===== src/rtl/io_port_bank.sv =====
// Memory-mapped bank of NUM_PORTS bidirectional I/O ports: output latch, direction,
// synchronised inputs, and maskable change-detect flags feeding a single interrupt.
module io_port_bank #(
   parameter int DATA_W      = 8,
   parameter int NUM_PORTS   = 8,
   parameter int ADDR_W      = 8,
   parameter int BASE_ADDR   = 0,
   parameter int SYNC_STAGES = 2
) (
   input  logic                          clk,
   input  logic                          rst_n,
   input  logic [ADDR_W-1:0]             addr,
   input  logic                          RE,
   input  logic                          WE,
   input  logic [DATA_W-1:0]             Din,
   output logic [DATA_W-1:0]             Dout,
   output logic                          rd_valid,
   output logic                          io_read,
   output logic                          io_write,
   input  logic [NUM_PORTS*DATA_W-1:0]   pin_in,
   output logic [NUM_PORTS*DATA_W-1:0]   pin_out,
   output logic [NUM_PORTS*DATA_W-1:0]   pin_oe,
   output logic                          irq
);

   localparam int                PW   = NUM_PORTS * DATA_W;
   localparam logic [ADDR_W-1:0] BASE = ADDR_W'(BASE_ADDR);
   localparam logic [ADDR_W:0]   SPAN = (ADDR_W+1)'(4 * NUM_PORTS);

   logic [ADDR_W-1:0]    off;
   logic                 hit;

   logic [PW-1:0]        latch_q, latch_d;
   logic [PW-1:0]        dir_q, dir_d;
   logic [PW-1:0]        flag_q, flag_d;
   logic [PW-1:0]        mask_q, mask_d;
   logic [PW-1:0]        sync_q [SYNC_STAGES];
   logic [PW-1:0]        prev_q;
   logic [PW-1:0]        sync;

   logic [NUM_PORTS-1:0] wr_data, wr_dir, wr_chg, wr_mask;
   logic [DATA_W-1:0]    rd_mux;

   logic [DATA_W-1:0]    dout_q, dout_d;
   logic                 rd_valid_q, rd_valid_d;
   logic                 irq_q, irq_d;

   // The offset is taken modulo 2**ADDR_W; the explicit lower-bound test stops
   // addresses below BASE from wrapping into the bank.
   assign off      = addr - BASE;
   assign hit      = (addr >= BASE) && ({1'b0, off} < SPAN);
   assign io_read  = RE && hit;
   assign io_write = WE && hit;

   assign sync     = sync_q[SYNC_STAGES-1];

   always_comb begin
      wr_data = '0;
      wr_dir  = '0;
      wr_chg  = '0;
      wr_mask = '0;
      for (int i = 0; i < NUM_PORTS; i++) begin
         wr_data[i] = io_write && (off == ADDR_W'(i));
         wr_dir[i]  = io_write && (off == ADDR_W'(NUM_PORTS + i));
         wr_chg[i]  = io_write && (off == ADDR_W'(2 * NUM_PORTS + i));
         wr_mask[i] = io_write && (off == ADDR_W'(3 * NUM_PORTS + i));
      end
   end

   always_comb begin
      rd_mux = '0;
      for (int i = 0; i < NUM_PORTS; i++) begin
         if (off == ADDR_W'(i))
            rd_mux = (latch_q[i*DATA_W +: DATA_W] & dir_q[i*DATA_W +: DATA_W])
                   | (sync[i*DATA_W +: DATA_W]    & ~dir_q[i*DATA_W +: DATA_W]);
         if (off == ADDR_W'(NUM_PORTS + i))
            rd_mux = dir_q[i*DATA_W +: DATA_W];
         if (off == ADDR_W'(2 * NUM_PORTS + i))
            rd_mux = flag_q[i*DATA_W +: DATA_W];
         if (off == ADDR_W'(3 * NUM_PORTS + i))
            rd_mux = mask_q[i*DATA_W +: DATA_W];
      end
   end

   always_comb begin
      latch_d = latch_q;
      dir_d   = dir_q;
      mask_d  = mask_q;
      flag_d  = flag_q;
      for (int i = 0; i < NUM_PORTS; i++) begin
         if (wr_data[i]) latch_d[i*DATA_W +: DATA_W] = Din;
         if (wr_dir[i])  dir_d[i*DATA_W +: DATA_W]   = Din;
         if (wr_mask[i]) mask_d[i*DATA_W +: DATA_W]  = Din;
         if (wr_chg[i])  flag_d[i*DATA_W +: DATA_W]  = flag_q[i*DATA_W +: DATA_W] & ~Din;
      end
      // Clear first, then set, so a fresh edge survives a concurrent W1C.
      flag_d = flag_d | ((sync ^ prev_q) & ~dir_q);
   end

   assign dout_d     = io_read ? rd_mux : dout_q;
   assign rd_valid_d = io_read;
   assign irq_d      = |(flag_q & mask_q);

   always_ff @(posedge clk or negedge rst_n) begin
      if (!rst_n) begin
         for (int s = 0; s < SYNC_STAGES; s++) sync_q[s] <= '0;
         prev_q <= '0;
      end else begin
         sync_q[0] <= pin_in;
         for (int s = 1; s < SYNC_STAGES; s++) sync_q[s] <= sync_q[s-1];
         prev_q <= sync;
      end
   end

   always_ff @(posedge clk or negedge rst_n) begin
      if (!rst_n) begin
         latch_q    <= '0;
         dir_q      <= '0;
         flag_q     <= '0;
         mask_q     <= '0;
         dout_q     <= '0;
         rd_valid_q <= 1'b0;
         irq_q      <= 1'b0;
      end else begin
         latch_q    <= latch_d;
         dir_q      <= dir_d;
         flag_q     <= flag_d;
         mask_q     <= mask_d;
         dout_q     <= dout_d;
         rd_valid_q <= rd_valid_d;
         irq_q      <= irq_d;
      end
   end

   assign Dout     = dout_q;
   assign rd_valid = rd_valid_q;
   assign irq      = irq_q;
   assign pin_out  = latch_q;
   assign pin_oe   = dir_q;

endmodule


===== config.mk =====
export PLATFORM = sky130hd
export DESIGN_NAME = io_port_bank
export DESIGN_NICKNAME = d
export VERILOG_FILES = /design/src/rtl/io_port_bank.sv
export SDC_FILE = /design/constraint.sdc
export NUM_CORES = 1
export LEC_CHECK = 0
export ABC_AREA = 0
export BUFFER_PORTS_ARGS = -buffer_cell sky130_fd_sc_hd__buf_4
export CORE_MARGIN = 1
export CORE_UTILIZATION = 30
export CTS_CLUSTER_DIAMETER = 60
export CTS_CLUSTER_SIZE = 30
export DETAILED_ROUTE_END_ITERATION = 6
export GPL_ROUTABILITY_DRIVEN = 1
export PLACE_DENSITY = 0.45
export SYNTH_ARGS = -nofsm -noshare
export SYNTH_HDL_FRONTEND = slang
export SYNTH_SLANG_ARGS = --single-unit

===== constraint.sdc =====
create_clock -name clk -period 2.32 [get_ports clk]
set_input_delay 0.464 -clock clk [delete_from_list [all_inputs] [get_ports clk]]
set_output_delay 0.464 -clock clk [all_outputs]
set_load 0.03 [all_outputs]

==> flow_summary.json, run 1 <==
{
  "status": "complete, but fails checks",
  "violations": "setup timing",
  "clkSlewWorstSetupHoldPaths_ps": 70,
  "dp_hpwl_um": 67200,
  "first_pass_iters": 7,
  "syn-num-nets": 1611,
  "clock_skew_ps": 16.5,
  "cp.arrival_ps": 2850,
  "dieArea_mm2": 0.0653,
  "synth_area_leaders": "dfrtp_1, mux2_2, xnor2_1",
  "synthCells": 1527,
  "avgSynthCellArea_um2": 12.6,
  "crit_buf_inv": 3,
  "crit_path_max_incr_delay_ps": 580,
  "power.leakage_uw": 0.0125,
  "first_global_vias": 16600,
  "cp-end-kind": "register",
  "drt-total-wl_um": 87100,
  "core_mm2": 0.0633,
  "yosysTopAreaCell": "dfrtp_1",
  "clock-sinks": 458,
  "syn2layout_area_growth_pct": 43.0,
  "routabilityCongestion": 0.927,
  "fill_cells": 6036,
  "cts_tree": "done",
  "yosysMostFrequentCell": "dfrtp_1",
  "hold_violations": 0,
  "cts_buffers": 42,
  "cp_cell_sequence": "buf_4, or4b_4, buf_12, o31ai_4, a41oi_2, a2111oi_4, nor4_4, buf_4, o211ai_1, a31oi_1",
  "synth_common_cells": "dfrtp_1, mux2_2, nand2_1",
  "rsz0062_at_grt": "yes",
  "fp.dieW_um": 256,
  "crit_path_start_kind": "input port",
  "powerDensity_mw_per_mm2": 627,
  "relSlewSlack": 0.533,
  "cts_max_level": 2,
  "async_flop_share": 1.00,
  "layout.nets": 2267,
  "ios": 224,
  "root_buffer": "clkbuf_16",
  "path_max_fanout": 12,
  "critPathRequiredTime_ps": 2750,
  "die_y_um": 256,
  "netlist_area_mm2": 0.0193,
  "grt_usage": 0.265,
  "finalMaxSlewViolations": 0,
  "drcViolationCount": 0,
  "ant_nets": 0,
  "drt_iter0_drc": 1378,
  "whs_path_depth": 4,
  "min_period_over_period": 1.04,
  "row_count": 92,
  "slowest_stage": "or4b_4",
  "tightest_slew_ps": 701,
  "fin_cells": 3064,
  "ys_types": 83,
  "grt_max_degree": 55,
  "crit_cells": 10,
  "ys_ff_latch": 458,
  "min_path_type": "input port to register",
  "wire_per_inst_um": 28.4,
  "vias_per_cell": 5.22,
  "start_util": 0.305,
  "vias": 16000,
  "antenna_found_initial": 1,
  "dpl.cell_count": 2914,
  "grt_pass1_wl_um": 125000,
  "io_buffers": 223,
  "fin_ws_ps": -99.0,
  "ys_warn_count": 0,
  "synth_top_area_share": 0.594,
  "drive_gt1_frac": 0.440,
  "finalSetupTns_ps": -101,
  "worstSetupPathType": "input port to register",
  "grt-ovfl-total": 0,
  "r2r_cells": 10,
  "maxCapViolations": 0,
  "synth_edf_count": 0,
  "fmax_ghz": 0.413,
  "period_minus_slack_ps": 2420,
  "ys.flop_type": "dfrtp_1",
  "critical-path-top-delay-family": "compound AO/OA/AOI/OAI gates",
  "crit_path_frequent_cell": "buf_4",
  "clock_path_buffers": 3,
  "clock_latency_ps": 590,
  "synth.yosys.seq_area_share": 0.594,
  "peakVddDrop_mv": 0.483,
  "setup_viol": 3
}
## repair_timing
action / 4_1_cts / 5_1_grt
pin swaps: 12 / 21
endpoints found under the setup margin: 10 / 8
hold buffers: 65 / 0
gates cloned: 0 / 1
resized for setup: 37 / 43
endpoints found under the hold margin: 101 / 0
buffers inserted: 3 / 3
## sequential cells by signal, summed over array words and instances (netlist names)
register,count
pin_oe,64
sync_q,64
flag_q,64
mask_q,64
sync,64
prev_q,64
rd_valid,1
Dout,8
irq,1
pin_out,64
## power by group
group,internal [uW],switching [uW],total (uW)
Sequential,8210,190,8400
Combinational,634,871,1510
Clock,3880,3530,7410
Total,12700,4590,17300
## final timing paths
kind	slack (ps)	end	startpoint
hold reg to reg	340	sync[17]$_DFF_PN0_	sync_q[81]$_DFF_PN0_
hold / removal	290	rd_valid$_DFF_PN0_	RE
setup reg to reg	-40	Dout[1]$_DFFE_PN0P_	pin_oe[9]$_DFFE_PN0P_
max in group asynchronous	1080	mask_q[17]$_DFFE_PN0P_	rst_n
setup / recovery	-100	Dout[1]$_DFFE_PN0P_	addr[7]
min in group asynchronous	450	sync_q[76]$_DFF_PN0_	rst_n
## layout by cell type (no fill, tap or decap), types with 10 or more instances in the layout
cell type      instances
buf_4                586
dfrtp_1              456
mux2_2               204
nand2_1              132
dlygate4sd3_1         65
o21ai_0               59
xnor2_1               58
o2bb2ai_1             51
clkbuf_16             45
nor2_1                41
nand3_1               37
a21oi_1               30
a221oi_1              27
a22o_1                25
buf_12                25
mux2i_1               21
nor3_1                19
o211ai_1              17
inv_1                 14
a31oi_1               12
o221ai_1              11
nor2_2                10
nor2b_1               10
o2111ai_1             10
a22oi_1               10
## worst reg2reg max path, stage by stage (launching register included)
cell,delay (ps)
dfrtp_1,380
buf_4,150
o21ai_0,80
a211o_1,200
a31oi_1,90
buf_4,170
a2111oi_4,370
nor4_4,80
buf_4,150
o211ai_1,400
a31oi_1,150
## through the flow
| step | total power, uW | hold slack, ps | instance area [um2] | util | setup slack (ps) |
|---|---|---|---|---|---|
| 3_3_place_gp | 9930 | 332 | 25000 | 0.395 | -1290 |
| 4_1_cts | 17500 | 258 | 27300 | 0.432 | -183 |
| 3_5_place_dp | 9940 | 335 | 25000 | 0.395 | -1240 |
| 5_1_grt | 18000 | 285 | 27600 | 0.436 | -64.0 |
| 2_1_floorplan | 8980 | 168 | 19400 | - | -53.1 |
| 6_report | 17300 | 288 | 27600 | 0.436 | -99.0 |
## final cells by class
cell class	instances	area (um2)	share of cell area
inverter	17	63.8	0.00231
tap	846	1060	0.0384
timing repair buffer	683	5630	0.204
clock inverter	29	325	0.0118
antenna	1	2.50	0.0000907
multi-input combinational	981	7900	0.286
sequential	458	11500	0.416
clock buffer	49	1150	0.0417
## cell families after synthesis
family                 after synthesis  share of synthesized area
AND/OR/NAND/NOR                    333                     0.0871
multiplexers                       225                      0.130
buffers and inverters               88                     0.0198
XOR/XNOR                            64                     0.0290
AO/OA/AOI/OAI                      359                      0.140
flip-flops                         458                      0.594
## layer usage
metal / track usage / wire length, um / vias to the layer above
met5: 0 / 0 / -
met1: 0.387 / 41000 / 8330
met2: 0.416 / 40000 / 535
met4: 0.0566 / 1710 / 0
met3: 0.0387 / 4450 / 94
li1: - / - / 7043
No activity file was read; power rests on OpenSTA's default activity.
==> run 2: changes to the inputs <==
- CORE_UTILIZATION: 30 -> 50
- PLACE_DENSITY: 0.45 -> 0.68
==> run 2 against run 1 <==
Against the previous run: the run now ends clean; final cell count down 13%; register-to-register slack better by 50 ps; die area down 40%; clock-buffer cell count down 13; worst setup slack better by 110 ps; sequential cell count unchanged; first-iteration DRC count up 16%; hold slack better by 57 ps; via count up 3.0%; non-clock buffer count down 44; critical path type unchanged; critical endpoint is now Dout[2]$_DFFE_PN0P_; largest power group unchanged.
==> flow_summary.json, run 2 (synthesis results as in run 1) <==
{
  "cp_cell_sequence": "buf_4, buf_4, and2_1, buf_4, buf_4, nand3_1, nand2_1, a21oi_1, nand3_1, a221oi_1, a21oi_1",
  "crit_path_max_incr_delay_ps": 480,
  "hold_violations": 0,
  "peakVddDrop_mv": 0.987,
  "comb_power_share": 0.091,
  "fill_cells": 2671,
  "clkPwrFrac": 0.399,
  "setup_viol": 0,
  "ant_nets": 0,
  "clock_skew_ps": 24.7,
  "power.leakage_uw": 0.0122,
  "worstSetupPathType": "input port to register",
  "clock-sinks": 458,
  "io_buffers": 223,
  "busiest_layer": "met2",
  "crit_cells": 11,
  "drcViolationCount": 0,
  "use_met3": 0.0788,
  "dpl.cell_count": 2532,
  "vias_per_cell": 6.18,
  "slowest_stage": "a221oi_1",
  "drt-total-wl_um": 77900,
  "diodes": 0,
  "r2r_cells": 4,
  "mostFrequentLayoutCells": "buf_4, dfrtp_1, mux2_2, nand2_1, dlygate4sd3_1",
  "row_count": 71,
  "fp.dieW_um": 198,
  "clock_latency_ps": 590,
  "min_period_over_period": 0.995,
  "path_max_fanout": 8,
  "met2_usage": 0.638,
  "critPathRequiredTime_ps": 2750,
  "fmax_ghz": 0.433,
  "powerDensity_mw_per_mm2": 619,
  "final_common_cell": "buf_4",
  "swShare": 0.268,
  "cp-startpoint": "addr[2]",
  "cts_max_level": 2,
  "die_y_um": 198,
  "use_met1": 0.554,
  "crit_buf_inv": 4,
  "grt_usage": 0.402,
  "rsz0062_at_grt": "yes",
  "vias": 16500,
  "crit_path_frequent_cell": "buf_4",
  "timing.hold.ws_ps": 345,
  "tightest_slew_ps": 702,
  "final_util": 0.702,
  "core_mm2": 0.0378,
  "intPower_uw": 12000,
  "cts_tree": "done",
  "wire_per_inst_um": 29.2,
  "regArea_mm2": 0.0115,
  "clkSlewWorstSetupHoldPaths_ps": 90,
  "dieArea_mm2": 0.0394,
  "relSlewSlack": 0.532,
  "critical-path-top-delay-family": "compound AO/OA/AOI/OAI gates",
  "layout.nets": 2215,
  "first_pass_iters": 6,
  "cts_buffers": 34,
  "power.switching_uw": 4410,
  "root_buffer": "clkbuf_16",
  "maxCapViolations": 0,
  "dp_hpwl_um": 57700,
  "routabilityCongestion": 1.02,
  "r2r-start": "mask_q[45]$_DFFE_PN0P_",
  "period_minus_slack_ps": 2310,
  "regToRegEndpoint": "irq$_DFF_PN0_",
  "clock_path_buffers": 3,
  "grt_max_degree": 96,
  "start_util": 0.510,
  "crit_end": "Dout[2]$_DFFE_PN0P_",
  "first_global_vias": 16900,
  "syn2layout_area_growth_pct": 37.7,
  "ios": 224,
  "antenna_found_initial": 1,
  "power_frac_seq": 0.511,
  "rrSetupSlack_ps": 10,
  "status": "finished, final reports clean",
  "grt-ovfl-total": 0,
  "post-place-ws_ps": -1080,
  "drt_iter0_drc": 1605,
  "drive_gt1_frac": 0.422,
  "grt_pass1_wl_um": 113000,
  "finalMaxSlewViolations": 0,
  "fin_cells": 2668,
  "min_path_type": "register to register",
  "crit_path_start_kind": "input port",
  "multi_input_area_mm2": 0.00780,
  "cp.arrival_ps": 2730,
  "cp-end-kind": "register",
  "fin_ws_ps": 12.7
}
run 2: cell count changes in the layout (fill, tap and decap cells not counted), sizes merged:
cell,before,now
clkbuf,49,36
clkinvlp,3,1
inv,29,27
bufinv,1,2
diode,1,0
buf,618,574
run 2: final cells by class:
cell class / instances / area share
sequential: 458 / 0.431
inverter: 17 / 0.00240
tap: 511 / 0.0241
clock inverter: 26 / 0.0140
multi-input combinational: 981 / 0.294
clock buffer: 36 / 0.0327
timing repair buffer: 639 / 0.201
run 2: routing by layer:
| layer | vias up | wire, um |
|---|---|---|
| li1 | 6926 | - |
| met1 | 8533 | 32400 |
| met2 | 881 | 36300 |
| met3 | 142 | 6670 |
| met4 | 0 | 2500 |
| met5 | - | 0 |
run 2: worst min-delay path by stage:
stage	from	end	slack [ps]	cells after the start
final	sync_q[77]$_DFF_PN0_	sync[13]$_DFF_PN0_	340	0
after global routing	sync_q[68]$_DFF_PN0_	sync[4]$_DFF_PN0_	340	0
after CTS	sync_q[68]$_DFF_PN0_	sync[4]$_DFF_PN0_	350	0
after detailed placement	sync_q[89]$_DFF_PN0_	sync[25]$_DFF_PN0_	330	0
after global placement	sync_q[98]$_DFF_PN0_	sync[34]$_DFF_PN0_	330	0
after floorplan	rst_n	Dout[0]$_DFFE_PN0P_	170	0
run 2: worst register-to-register path: stages (launching register included):
cell and delay [ps]:
dfrtp_1 470, a22o_1 260, a221oi_1 570, nand4_1 220, or4_1 640
run 2: power groups by stage:
stage / Combinational [uW] / Sequential (uW) / Clock (uW)
finish: 1490 / 8400 / 6560
global route: 1570 / 8420 / 6900
CTS: 1450 / 8390 / 6620
detailed placement: 1340 / 8550 / 0
global placement: 1320 / 8540 / 0
floorplan: 420 / 8560 / 0
run 2: through the flow:
step	power, uW	TNS, ps	cell area, um2
after floorplan	8980	-135	19400
after global placement	9870	-37520	24300
after detailed placement	9890	-40830	24300
after CTS	16500	-32.4	26300
after global routing	16900	-76.0	26600
final	16500	0	26600
run 2: timing repair:
| action | in CTS | in global routing |
|---|---|---|
| gates resized for setup | 23 | 43 |
| setup endpoints to repair | 6 | 10 |
| setup buffers | 4 | 6 |
| pin swaps | 12 | 19 |
| hold endpoints to repair | 111 | 0 |
| hold buffers | 65 | 0 |
